### src/rtl/reg_scoreboard.sv
// Register scoreboard: per-register pending-write counters, RAW/overflow hazard
// detection and a RUN/STALL/FLUSH issue FSM. Optional macro: SCOREBOARD_BYPASS_EN.
module reg_scoreboard (
    input  logic        clock,
    input  logic        reset,
    input  logic        issueValid,
    input  logic [4:0]  srcA,
    input  logic        srcAUsed,
    input  logic [4:0]  srcB,
    input  logic        srcBUsed,
    input  logic        destValid,
    input  logic [4:0]  dest,
    input  logic        wbValid,
    input  logic [4:0]  wbReg,
    input  logic        flush,
    output logic        issueReady,
    output logic        stalled,
    output logic [31:0] busyMask,
    output logic [15:0] stallCycles,
    output logic        wbError
);

    typedef enum logic [1:0] {RUN, STALL, FLUSH} stateType;

    stateType    state;
    stateType    nextState;
    logic [1:0]  pendCnt [32];
    logic [31:0] incVec;
    logic [31:0] decVec;
    logic        srcAHazard;
    logic        srcBHazard;
    logic        destFull;
    logic        hazard;
    logic        fire;

    always_comb begin
        srcAHazard = srcAUsed && (srcA != 5'd31) && (pendCnt[srcA] != 2'd0);
        srcBHazard = srcBUsed && (srcB != 5'd31) && (pendCnt[srcB] != 2'd0);
`ifdef SCOREBOARD_BYPASS_EN
        // The last outstanding write to a source retiring now is forwarded.
        if (wbValid && (wbReg == srcA) && (pendCnt[srcA] == 2'd1))
            srcAHazard = 1'b0;
        if (wbValid && (wbReg == srcB) && (pendCnt[srcB] == 2'd1))
            srcBHazard = 1'b0;
`endif
        destFull   = destValid && (dest != 5'd31) && (pendCnt[dest] == 2'd3);
        hazard     = srcAHazard || srcBHazard || destFull;
        issueReady = ((state == RUN) || (state == STALL)) && !flush && !hazard;
        fire       = issueValid && issueReady;

        nextState = state;
        case (state)
            RUN:     if (issueValid && hazard) nextState = STALL;
            STALL:   if (!issueValid || !hazard) nextState = RUN;
            FLUSH:   nextState = RUN;
            default: nextState = RUN;
        endcase
        if (flush)
            nextState = FLUSH;
    end

    // Register 31 is never tracked, so its increment/decrement lines stay low.
    always_comb begin
        incVec = '0;
        decVec = '0;
        for (int r = 0; r < 31; r++) begin
            incVec[r] = fire && destValid && (dest == 5'(r));
            decVec[r] = wbValid && (wbReg == 5'(r));
        end
    end

    always_ff @(posedge clock) begin
        if (reset)
            state <= RUN;
        else
            state <= nextState;
    end

    // Same-cycle issue and writeback to one register cancel out.
    always_ff @(posedge clock) begin
        if (reset || flush) begin
            for (int r = 0; r < 32; r++)
                pendCnt[r] <= 2'd0;
        end else begin
            for (int r = 0; r < 32; r++) begin
                if (incVec[r] && !decVec[r])
                    pendCnt[r] <= pendCnt[r] + 2'd1;
                else if (!incVec[r] && decVec[r] && (pendCnt[r] != 2'd0))
                    pendCnt[r] <= pendCnt[r] - 2'd1;
            end
        end
    end

    always_ff @(posedge clock) begin
        if (reset)
            wbError <= 1'b0;
        else if (!flush && wbValid && (wbReg != 5'd31) && (pendCnt[wbReg] == 2'd0))
            wbError <= 1'b1;
    end

    always_ff @(posedge clock) begin
        if (reset)
            stallCycles <= 16'd0;
        else if (issueValid && !issueReady && (stallCycles != 16'hFFFF))
            stallCycles <= stallCycles + 16'd1;
    end

    always_comb begin
        busyMask = '0;
        for (int r = 0; r < 31; r++)
            busyMask[r] = (pendCnt[r] != 2'd0);
    end

    assign stalled = (state == STALL);

endmodule

### config.mk
export PLATFORM = sky130hd
export DESIGN_NAME = reg_scoreboard
export DESIGN_NICKNAME = d
export VERILOG_FILES = /design/src/rtl/reg_scoreboard.sv
export SDC_FILE = /design/constraint.sdc
export NUM_CORES = 1
export LEC_CHECK = 0
export ABC_AREA = 1
export BUFFER_PORTS_ARGS = -buffer_cell sky130_fd_sc_hd__buf_2
export CAP_MARGIN = 20
export CORE_MARGIN = 3
export CORE_UTILIZATION = 39
export DETAILED_ROUTE_END_ITERATION = 6
export GPL_TIMING_DRIVEN = 0
export PLACE_DENSITY = 0.63
export SETUP_SLACK_MARGIN = 0.05
export SLEW_MARGIN = 5
export SYNTH_ARGS = -nofsm -noshare
export SYNTH_HDL_FRONTEND = slang
export SYNTH_SLANG_ARGS = --single-unit
### constraint.sdc
create_clock -name clock -period 3.37 [get_ports clock]
set_input_delay 0.1685 -clock clock [delete_from_list [all_inputs] [get_ports clock]]
set_output_delay 0.1685 -clock clock [all_outputs]
set_load 0.05 [all_outputs]
==> summary.txt <==
Power and ir drop
  • Pwr Density: 386 nW/um2
  • Tot Pwr: 3040 uW
  • Leak: 0.00363 uW
  • Max IR drop VDD: 254 uV

Clock tree
  • Num CTS Buffers: 9
  • Clk pin slew, worst setup/hold paths: 0.07 ns
  • Clock Tree Buf Depth: 2
  • Clock sinks: 81
  • CTS H-Tree Depth: 3
  • Cts hold-fix bufs: 0
  • Setup bufs post-CTS: 0
  • CTS tree: yes
  • Worst skew pair latency: 0.37 ns
  • Clock root buffer: clkbuf_16

Setup path
  • CP required: 3.45 ns
  • Setup Crit Path Kind: register to register
  • CP Capture Type: register
  • Crit path arrival time: 3.22 ns
  • FF-to-FF Start: pendCnt[28][0]$_SDFFCE_PN0P_
  • R2R depth: 15
  • Startpoint Class: register
  • FF-to-FF End: pendCnt[9][0]$_SDFFCE_PN0P_
  • Worst reg2reg setup slack: 0.22 ns
  • Critical Path Start: pendCnt[28][0]$_SDFFCE_PN0P_
  • Worst-path fanout max: 10

Global routing
  • First-pass GRT wire length: 39.7 mm
  • Vias in the first global route: 7332
  • Maximum number of pins on one net before global-route repair: 17
  • Gr usage total: 26.1%
  • Initial antenna violation count: 0
  • Grt total ovfl: 0

Route
  • Vias/cell: 5.56
  • Final ANT Viol Nets: 0
  • Vias: 7988
  • Drt pass-1 iters: 5
  • Iteration-0 DRC Markers: 930
  • Final WL: 25.9 mm
  • Routed len/inst: 18.1 um
  • Remaining routing DRC violations: 0

Die
  • Die height: 139 um
  • Die area: 19200 um2
  • Row count: 47
  • Starting density of the core: 40.6%
  • Core Area: 16900 um2
  • Io pins: 79
  • Die X: 139 um

Timing
  • Slew @ Worst Pin: 0.713 ns
  • Pins over their slew limit: 0
  • Setup tns final: 0 ns
  • Period utilisation layout: 93.4%
  • Final Hold Fails: 0
  • RSZ-0062 raised after global routing: no
  • # setup viols final: 0
  • Max Fclk: 318 MHz
  • Final min period: 3.15 ns
  • Worst slew margin: 52.5%
  • Skew final: 0.0148 ns

Hold path
  • Worst Hold Path Cells: 2
  • Hold_sp: reset
  • Min-Delay Endpoint: stallCycles[7]$_SDFFE_PP0P_
  • Hold WC Path Type: input pin to register

Logic synthesis
  • Yosys cell types: 40
  • Post-synthesis register bit count: 81
  • Synth Net Count: 1155
  • Sequential share of the synthesized area: 32.6%
  • Syn Area/Cell: 6.11 um2
  • Yosys warning count: 0
  • Mapped cell area: 6870 um2
  • Post-Syn Instances: 1125

Finish
  • Fraction of layout cells with a size suffix above 1: 10.7%
  • ANT cells: 0
  • FF/Latch Area: 2240 um2
  • Fin nets: 1241
  • Non-filler cells, final: 1436
  • Synth-to-Final Area Change: 14.6%
  • Multi-input logic area: 4010 um2
  • Fillers: 1856

Placed design
  • Gpl congestion: 1.08
  • IO Port Bufs: 75
  • Placed Instances: 1420
  • Hpwl dp: 20.2 mm

Run
  • MaxCap Viol Count: 0

Run status
  • Status: complete, no violations
==> metrics by stage <==
stage                     setup slack, ns  instance area (um2)  utilization [%]  hold WS [ns]
after floorplan                     0.832                 6870                -         0.238
after global placement             0.0592                 7520             44.4         0.411
after detailed placement           0.0386                 7520             44.4         0.406
after CTS                           0.185                 7840             46.3        0.0234
after global routing               0.0289                 7870             46.5        0.0371
final                               0.223                 7870             46.5        0.0352
==> power breakdown <==
part / internal (uW) / total [uW] / switching, uW / leakage [uW]
Sequential: 1130 / 1190 / 54.8 / 0.000841
Combinational: 185 / 784 / 599 / 0.00263
Clock: 605 / 1060 / 458 / 0.000160
Total: 1920 / 3040 / 1110 / 0.00363
==> how the worst max path moves through the flow <==
stage                                              to  slack, ns  cells past startpoint
after floorplan              pendCnt[17][0]$_DFFE_PP_       0.83                     15
after global placement    pendCnt[6][1]$_SDFFCE_PN0P_       0.06                     15
after detailed placement  pendCnt[7][1]$_SDFFCE_PN0P_       0.04                     15
after CTS                 pendCnt[7][1]$_SDFFCE_PN0P_       0.19                     15
after global routing      pendCnt[9][1]$_SDFFCE_PN0P_       0.03                     15
final                     pendCnt[9][0]$_SDFFCE_PN0P_       0.22                     15
==> registers in the layout, summed over array words and instances, names as in the netlist <==
signal / flops
state: 2
stallCycles: 16
pendCnt: 62
wbError: 1
==> metal layers <==
| layer | share of wire [%] | global-route usage, % |
|---|---|---|
| met5 | 0 | 0 |
| met3 | 9.5 | 4.93 |
| met1 | 42 | 34.5 |
| met4 | 3.9 | 12.3 |
| met2 | 44 | 41.3 |
==> Yosys cell counts, drive strengths merged <==
library cell,number,area [um2]
a21oi,44,220
a221oi,5,43.8
a22oi,2,15.0
a2bb2oi,2,17.5
a31oi,1,6.26
buf,21,126
clkbuf,19,71.3
clkinv,2,7.51
conb,1,3.75
dfxtp,19,380
edfxtp,62,1860
ha,2,25.0
inv,116,438
mux2i,9,90.1
nand2,379,1430
nand3,118,596
nand4,29,196
nor2,198,766
nor3,24,120
nor4,1,6.26
o21a,2,15.0
o21ai,38,190
o21bai,3,22.5
o221ai,2,17.5
o22ai,7,43.8
or2,3,18.8
xnor2,2,17.5
xor2,14,123
==> placed cells by master, fill, tap and decap left out, types with 4 or more instances in the layout <==
cell type / Yosys / final
nor2_1: 193 / 184
nor2_2: 3 / 11
clkbuf_1: 19 / 19
o21ai_1: 13 / 16
inv_6: 0 / 4
nand2_1: 376 / 376
buf_4: 5 / 5
dfxtp_1: 19 / 19
nor3_1: 24 / 24
edfxtp_1: 62 / 62
clkbuf_16: 0 / 11
o22ai_1: 7 / 7
xor2_1: 14 / 14
nand4_1: 28 / 28
inv_1: 114 / 114
a221oi_1: 5 / 5
mux2i_1: 9 / 9
buf_2: 11 / 86
nand3_1: 117 / 117
a21oi_1: 44 / 44
o21ai_0: 25 / 22
==> cell families (layout without fill, tap and decap cells) <==
family / Yosys count / after routing / synth area share [%]
simple gates: 752 / 752 / 45.6
mux: 9 / 9 / 1.31
flops: 81 / 81 / 32.6
xor+xnor: 16 / 16 / 2.04
buf+inv: 158 / 249 / 9.36
other cells: 1 / 1 / 0.0546
fa+ha+maj: 2 / 2 / 0.364
compound gates: 106 / 106 / 8.62
==> final cells by class <==
cell class	count	area share [%]
Tap cell	220	3.50
Timing Repair Buffer	75	4.77
Sequential cell	81	28.5
Clock buffer	11	3.50
Clock inverter	5	0.588
Multi-Input combinational cell	886	51.0
Buffer	40	2.51
Inverter	118	5.66
==> worst max-delay path, cell delays in order (launching register included) <==
cell and delay, ns:
edfxtp_1 0.47, nor2_2 0.32, inv_1 0.22, nand2_1 0.10, nand3_1 0.07, nor2_1 0.10, nor2_1 0.05, nand2_1 0.05
nand2_1 0.04, nand2_1 0.08, nand2_1 0.16, inv_2 0.14, nand4_4 0.22, buf_2 0.30, o21ai_0 0.36, nand3_1 0.18
==> what timing repair did <==
action | CTS | global route
resized for setup | 1 | 12
setup endpoints to repair | 8 | 63
cloned | 0 | 0
No activity file was read; power rests on OpenSTA's default activity.
